File: src/rtl/core_pkg.sv
// core_pkg: core-wide widths and the fetch bundle type shared between the
// fetch stage, the fetch queue and decode.
//   FETCH_WIDTH    : instruction slots delivered per fetch bundle
//   XLEN           : PC and instruction word width
//   FQ_DEPTH       : default number of bundle entries in the fetch queue
//   fetch_bundle_t : one fetch bundle (slot valids, PCs, instruction words)
package core_pkg;

  localparam int FETCH_WIDTH = 2;
  localparam int XLEN        = 32;
  localparam int FQ_DEPTH    = 4;

  typedef struct packed {
    logic [FETCH_WIDTH-1:0]           valid;
    logic [FETCH_WIDTH-1:0][XLEN-1:0] pc;
    logic [FETCH_WIDTH-1:0][XLEN-1:0] instr;
  } fetch_bundle_t;

endpackage : core_pkg

File: src/rtl/fetch_queue_ctrl_fq_storage.sv
// fq_storage: DEPTH-entry register array of fetch bundles for the fetch
// queue. One synchronous write port and one asynchronous read port, so
// the head entry falls straight through to the read data. The array
// holds data only and is never reset; occupancy is tracked by the owner.
//   clk     : core clock
//   wr_en   : write wr_data into entry wr_addr at the next posedge
//   wr_addr : entry written (tail pointer)
//   wr_data : bundle written
//   rd_addr : entry read (head pointer)
//   rd_data : contents of entry rd_addr, combinational
module fq_storage
  import core_pkg::*;
#(
  parameter int DEPTH = FQ_DEPTH,
  localparam int PTR_W = $clog2(DEPTH)
) (
  input  logic          clk,
  input  logic          wr_en,
  input  logic [PTR_W-1:0] wr_addr,
  input  fetch_bundle_t wr_data,
  input  logic [PTR_W-1:0] rd_addr,
  output fetch_bundle_t rd_data
);

  fetch_bundle_t mem [DEPTH];

  always_ff @(posedge clk) begin
    if (wr_en) begin
      mem[wr_addr] <= wr_data;
    end
  end

  assign rd_data = mem[rd_addr];

endmodule : fq_storage

File: src/rtl/fetch_queue_ctrl.sv
// fetch_queue_ctrl: bundle-granular instruction queue between fetch and
// decode. Fetch bundles are written at the tail and the oldest bundle is
// presented first-word-fall-through to decode/rename. Back-pressure to
// fetch comes from registered occupancy only (fetch_stall_req == q_full),
// so there is no combinational path from rename_ready back to fetch.
// A flush drops every held bundle plus whatever arrives in the flush cycle.
//
// Ports:
//   clk, reset        : core clock; synchronous active-low reset
//   if_valid/pc/instr : incoming fetch bundle (all-zero valid = no bundle)
//   flush             : redirect; empties the queue next cycle
//   rename_ready      : decode/rename takes the head bundle this cycle
//   fetch_stall_req   : fetch must hold its bundle (queue full)
//   q_valid/pc/instr  : head bundle; q_valid is 0 when empty
//   q_count           : bundles held, 0..DEPTH
//   q_empty, q_full   : occupancy flags derived from q_count
//   perf_full_cycles  : saturating count of cycles spent full
module fetch_queue_ctrl
  import core_pkg::*;
#(
  parameter int DEPTH       = FQ_DEPTH,
  parameter int FETCH_WIDTH = core_pkg::FETCH_WIDTH,
  parameter int XLEN        = core_pkg::XLEN,
  parameter int CNT_W       = $clog2(DEPTH) + 1
) (
  input  logic                           clk,
  input  logic                           reset,
  input  logic [FETCH_WIDTH-1:0]           if_valid,
  input  logic [FETCH_WIDTH-1:0][XLEN-1:0] if_pc,
  input  logic [FETCH_WIDTH-1:0][XLEN-1:0] if_instr,
  input  logic                           flush,
  input  logic                           rename_ready,
  output logic                           fetch_stall_req,
  output logic [FETCH_WIDTH-1:0]           q_valid,
  output logic [FETCH_WIDTH-1:0][XLEN-1:0] q_pc,
  output logic [FETCH_WIDTH-1:0][XLEN-1:0] q_instr,
  output logic [CNT_W-1:0]               q_count,
  output logic                           q_empty,
  output logic                           q_full,
  output logic [31:0]                    perf_full_cycles
);

  localparam int PTR_W = $clog2(DEPTH);
  localparam logic [CNT_W-1:0] FULL_CNT = CNT_W'(DEPTH);

  // Saturating increment for the full-cycle performance counter.
  function automatic logic [31:0] sat_inc32(input logic [31:0] v);
    return (v == 32'hFFFF_FFFF) ? v : v + 32'd1;
  endfunction

  logic [PTR_W-1:0] head;
  logic [PTR_W-1:0] tail;
  logic [CNT_W-1:0] count;
  logic [31:0]      perf_cnt;

  logic             enq;
  logic             deq;
  logic [CNT_W-1:0] count_nxt;

  fetch_bundle_t    wr_bundle;
  fetch_bundle_t    head_bundle;

  // Occupancy flags come from the registered count only; pointer equality
  // cannot distinguish full from empty.
  assign q_empty         = (count == '0);
  assign q_full          = (count == FULL_CNT);
  assign fetch_stall_req = q_full;
  assign q_count         = count;
  assign perf_full_cycles = perf_cnt;

  // Full blocks enqueue even when the head leaves this cycle; that is what
  // keeps rename_ready out of the fetch stall path.
  assign enq = (|if_valid) && !q_full && !flush;
  assign deq = rename_ready && !q_empty && !flush;

  always_comb begin
    count_nxt = count;
    case ({enq, deq})
      2'b10:   count_nxt = count + CNT_W'(1);
      2'b01:   count_nxt = count - CNT_W'(1);
      default: count_nxt = count;
    endcase
  end

  always_comb begin
    wr_bundle       = '0;
    wr_bundle.valid = if_valid;
    wr_bundle.pc    = if_pc;
    wr_bundle.instr = if_instr;
  end

  // ---- storage write (tail) / asynchronous read (head) ----
  fq_storage #(
    .DEPTH (DEPTH)
  ) u_storage (
    .clk     (clk),
    .wr_en   (enq),
    .wr_addr (tail),
    .wr_data (wr_bundle),
    .rd_addr (head),
    .rd_data (head_bundle)
  );

  // ---- control registers: pointers, occupancy, perf counter ----
  always_ff @(posedge clk) begin
    if (!reset) begin
      head     <= '0;
      tail     <= '0;
      count    <= '0;
      perf_cnt <= '0;
    end else begin
      if (q_full) begin
        perf_cnt <= sat_inc32(perf_cnt);
      end
      if (flush) begin
        head  <= '0;
        tail  <= '0;
        count <= '0;
      end else begin
        // Pointers are exactly log2(DEPTH) bits, so +1 wraps modulo DEPTH.
        if (enq) tail <= tail + PTR_W'(1);
        if (deq) head <= head + PTR_W'(1);
        count <= count_nxt;
      end
    end
  end

  // ---- head bundle presentation ----
  // Storage contents are stale when empty, so only the valids are masked.
  assign q_valid = q_empty ? '0 : head_bundle.valid;
  assign q_pc    = head_bundle.pc;
  assign q_instr = head_bundle.instr;

endmodule : fetch_queue_ctrl

File: config.mk
export PLATFORM = sky130hd
export DESIGN_NAME = fetch_queue_ctrl
export DESIGN_NICKNAME = d
export VERILOG_FILES = /design/src/rtl/core_pkg.sv /design/src/rtl/fetch_queue_ctrl_fq_storage.sv /design/src/rtl/fetch_queue_ctrl.sv
export SDC_FILE = /design/constraint.sdc
export NUM_CORES = 1
export LEC_CHECK = 0
export CAP_MARGIN = 20
export CORE_UTILIZATION = 55
export CTS_CLUSTER_SIZE = 20
export DETAILED_ROUTE_END_ITERATION = 8
export HOLD_SLACK_MARGIN = 0.08
export PLACE_DENSITY = 0.81
export SYNTH_ARGS = -nofsm -noshare
export SYNTH_HDL_FRONTEND = slang
export SYNTH_HIERARCHICAL = 1
export SYNTH_SLANG_ARGS = --single-unit
File: constraint.sdc
create_clock -name clk -period 23.7 [get_ports clk]
set_input_delay 3.555 -clock clk [delete_from_list [all_inputs] [get_ports clk]]
set_output_delay 3.555 -clock clk [all_outputs]
set_load 0.05 [all_outputs]
# Word-level counts from Yosys, hierarchy flattened
# Memories as Yosys holds them, arrays and structs flattened. A register that Yosys moved wholly into a read port is not among the register bits.
# Cells that the tools add are included.
# Widths: inputs -> output; s select.
[totals]
reg_bits = 39
mem_bits_rw = 520
output_inout_bits = 168
n_memories = 1
[mem_list]
columns = ["memory", "words", "word_bits", "read_ports", "rd_ports_with_merged_regs", "wr", "line", "rtl"]
rows = [
  ["u_storage.mem", 4, 130, 1, 1, 1, "fetch_queue_ctrl_fq_storage.sv:25", "fetch_bundle_t mem [DEPTH];"],
]
[op_classes]
addsub = 5
n_eq_ne = 4
n_mux = 6
bitwise_logic = 2
n_reduce_logical = 12
[ops]
columns = ["op", "n"]
rows = [
  ["$add 32x1->32 const B", 1],
  ["$eq 32x32->1 const B", 1],
  ["$mux 2", 3],
  ["$pmux 3 s2", 1],
  ["$add 2x1->2 const B", 2],
  ["$logic_and 1x1->1", 4],
  ["$reduce_or 2->1", 2],
  ["$add 3x1->3 const B", 1],
  ["$eq 3x3->1 const B", 1],
  ["$logic_not 1->1", 3],
  ["$logic_not 3->1", 1],
  ["$sub 3x1->3 const B", 1],
  ["$eq 2x1->1 const B", 1],
  ["$eq 2x2->1 const B", 1],
  ["$mux 1", 2],
  ["$not 1->1", 2],
  ["$reduce_and 2->1", 1],
  ["$reduce_bool 2->1", 1],
]

# Logic depth before layout (Yosys ltp)
[logic_depth]
word_depth = 6
ltp_mapped = 9
ltp_nobuf = 9

# Modules after synthesis
# The synthesis kept the hierarchy.
[by_module_without_submodules]
columns = ["module", "instances", "cells_per_inst", "area_each_um2", "seq_area_each_um2"]
rows = [
  ["fq_storage", 1, 683, 18893.1, 15615.0],
  ["fetch_queue_ctrl", 1, 241, 2048.2, 780.7],
]

# Worst setup path before layout
# No wires, ideal clock.
[synth_path]
path_type = "input to register"
start = "input flush"
end = "memory u_storage/mem[0][0] in the netlist's numbering, enable pin"
setup_ns = 0.807
arrival_time_ns = 13.535
t_required_ns = 22.893
slack_ns = 9.358
cell_stages = 2
cell_sequence = "nor3_1 nor3b_1"
[synth_via]
elab_chain_len = 4
[synth_rtl]
columns = ["element", "line", "rtl"]
rows = [
  ["start, declared", "fetch_queue_ctrl.sv:31", "input logic flush,"],
  ["$logic_not 1->1", "fetch_queue_ctrl.sv:73", "assign enq = (|if_valid) && !q_full && !flush;"],
  ["$logic_and 1x1->1", "fetch_queue_ctrl.sv:73", ""],
  ["$mux 1", "fetch_queue_ctrl_fq_storage.sv:28", "if (wr_en) begin"],
  ["$mux 1 (implied by the code)", "fetch_queue_ctrl_fq_storage.sv:29", "mem[wr_addr] <= wr_data;"],
  ["end, declared", "fetch_queue_ctrl_fq_storage.sv:25", ""],
]
# Every way passes these cells.

==> flow_metrics.tcl <==
set metrics [dict create \
    outcome "finished, final reports clean" \
    grt_pass1_vias 10600 \
    yosys_warnings 6 \
    synth_edf_count 520 \
    swShare_pct 21.7 \
    initial_core_util_pct 55.7 \
    syn2layout_area_growth_pct 24.5 \
    arrival_ps 3880 \
    post_cts_resized 0 \
    grt_max_degree 69 \
    ys_seq_elements 559 \
    cts-root-buf "clkbuf_16" \
    port-buffer-count 301 \
    criticalPathCategory "register to primary output" \
    ios 302 \
    period_share_pct 31.4 \
    final_util_pct 69.4 \
    synthFlopType "edfxtp_1" \
    crit_path_start_kind "register" \
    critPathMaxStageDelay_ps 760 \
    clock_sinks 559 \
    viasPerCell 5.70 \
    cp-end-kind "primary output" \
    grt_use_met2_pct 34.4 \
    timing.rr.end "u_storage/mem[3][114]" \
    grt_use_met3_pct 6.18 \
    p_leak_nw 8.08 \
    clockBufferDepth 3 \
    ant_nets 0 \
    p_seq_share_pct 53.2 \
    drt_iter0_markers 767 \
    drive_gt1_share_pct 18.3 \
    reg2reg_depth 4 \
    p_clk_share_pct 39.5 \
    seq_area_frac_synth_pct 78.3 \
    htreeDepth 2 \
    synth_fp_nets 1061 \
    grt_pass1_wl_mm 62.4 \
    drt_pass1_iterations 5 \
    hold_buffers 0 \
    drcViolationCount 0 \
    num_vias 10400 \
    intPower_w 0.00163 \
    power.switching_w 0.000451 \
    die_h_um 197 \
    r2r_slack_ps 20170 \
    fmax_mhz 134 \
    dieArea_um2 38900 \
    num_rows 71 \
    grt.met1_usage_pct 28.5 \
    ir_worst_vdd_uv 79.4 \
    finalHoldViolCount 0 \
    yosysTopAreaCell "edfxtp_1" \
    slew_viol_final 0 \
    maxSlewHeadroom_pct 29.5 \
    synth_area_per_cell_um2 22.7 \
    setup_tns_ps 0 \
    path_cells "buf_4 -> buf_4 -> mux4_2 -> clkdlybuf4s50_1" \
    coreArea_um2 37600 \
    clock-skew-final_ps 12.6 \
    pwr-share-comb_pct 7.4 \
    yosysUniqueCellTypes 50 \
    grt.overflow.total 0 \
    clk-insertion-delay-late_ps 600 \
    slowest_stage "buf_4" \
    routabilityCongestion 0.817 \
    crit_top_cell "buf_4" \
    synth.most_common_cell "edfxtp_1" \
    cap_violations 0 \
    dp_hpwl_mm 24.7 \
    synth_common_cells "edfxtp_1, mux4_2, dfxtp_1" \
    fin_crit_ps 7440 \
    wirelength_mm 41.7 \
    fin_nets 1393 \
    rr_startpoint "q_count[0]" \
    worst_pin_slew_ps 1060 \
    async_flop_share_pct 0 \
    rsz0062_at_grt "no" \
    endpoint "q_pc[29]" \
    hp-class "register to register" \
    synthCells 924 \
    powerDensity_nw_per_um2 79.9 \
    antenna_found_initial 4 \
    grtUsageTotal_pct 21.7 \
    crit_start "head[0]" \
    top_usage_layer "met2" \
    yosysTopAreaCellShare_pct 74.6 \
    wire_per_inst_um 23.0 \
    synth_area_leaders "edfxtp_1, mux4_2, dfxtp_1, buf_12, a21oi_1" \
    cts_setup_buffers 0 \
    cts_buffers 54 \
    path_clk_slew_ps 60 \
    die_w_um 197 \
    cp_max_fo 47 \
    syn_area_um2 20900 \
    required_ps 20150 \
    finalSetupViolations 0 \
    cts_tree "done" \
]
==> worst max-delay path, delay by kind of cell (launching register included) <==
kind | cells | cell delay [ps]
buffers and inverters | 3 | 2100
multiplexers | 1 | 620
flip-flops | 1 | 510
==> routing by layer <==
metal  part of all wire [%]  vias to the layer above
met5                  0.067                        -
met4                    3.3                        4
met3                    8.7                       84
met2                     49                      415
met1                     39                     5302
li1                       -                     4549
==> metrics by stage <==
step	area (um2)	hold WS [ps]	setup WS (ps)	power (W)	std cells
detailed placement	24300	477	16640	0.00128	1711
finish	26100	492	16260	0.00208	1815
CTS	26100	487	16080	0.00210	1812
global route	26100	531	15960	0.00214	1814
floorplan	20900	522	9360	0.00121	924
global placement	24300	480	16710	0.00128	1711
==> sequential cells by signal, indices dropped and copies added (netlist names) <==
register          count
head                  2
perf_full_cycles     32
q_count               3
tail                  2
u_storage/mem       520
==> cell families (layout without fill, tap and decap cells) <==
kind of cell    after synthesis  count (layout)  share of synthesized area (%)
compound gates               50              50                           1.45
xor+xnor                     13              13                          0.544
fa+ha+maj                     3               3                          0.215
buf+inv                      47             424                           1.92
flops                       559             559                           78.3
mux                         134             134                           14.2
other cells                   0               3                              0
simple gates                118             118                           3.41
==> layout by cell type (no fill, tap or decap), types with 3 or more instances in the layout <==
cell	synthesis	layout
inv_1	11	11
buf_4	5	11
xor2_1	6	6
nand4_1	6	6
o31ai_1	5	5
dfxtp_1	39	37
nand2_1	22	22
mux4_2	130	130
o21ai_1	9	9
clkinv_8	0	3
nor2_1	25	25
or3_1	12	12
o21bai_1	3	3
o21ai_0	5	5
clkbuf_1	5	10
nand4_2	3	3
nor3_1	3	3
nor4_1	6	6
clkinv_2	0	9
a21oi_1	22	22
clkbuf_16	0	55
nand2b_1	4	4
xnor2_1	7	7
mux2i_1	4	4
nand3_1	10	10
diode_2	0	3
clkdlybuf4s50_1	0	301
edfxtp_1	520	520
or4_1	5	5
bufinv_16	0	4
clkinv_1	0	17
==> worst min path at each step <==
stage               cells after the start                  from  slack, ps                    to
global placement                        2  perf_full_cycles[23]        480  perf_full_cycles[23]
finish                                  2  perf_full_cycles[23]        490  perf_full_cycles[23]
CTS                                     2  perf_full_cycles[23]        490  perf_full_cycles[23]
detailed placement                      2  perf_full_cycles[23]        480  perf_full_cycles[23]
floorplan                               2               tail[1]        520               tail[1]
global route                            2  perf_full_cycles[27]        530  perf_full_cycles[27]
==> area by class of cell <==
| cell class | count | area (um2) |
|---|---|---|
| antenna | 3 | 7.51 |
| clock buffer | 65 | 1410 |
| clock inverter | 36 | 302 |
| fill | 2272 | 11500 |
| inverter | 11 | 41.3 |
| multi-input combinational | 318 | 4160 |
| sequential | 559 | 16400 |
| tap | 511 | 639 |
| timing repair buffer | 312 | 3100 |
==> power by group through the flow <==
| stage | Combinational (W) | Sequential [W] | Clock, W |
|---|---|---|---|
| floorplan | 0.0000833 | 0.00113 | 0 |
| detailed placement | 0.000154 | 0.00113 | 0 |
| global placement | 0.000152 | 0.00113 | 0 |
| finish | 0.000154 | 0.00111 | 0.000821 |
| CTS | 0.000155 | 0.00111 | 0.000839 |
| global route | 0.000160 | 0.00111 | 0.000875 |
No activity file was read; power rests on OpenSTA's default activity.
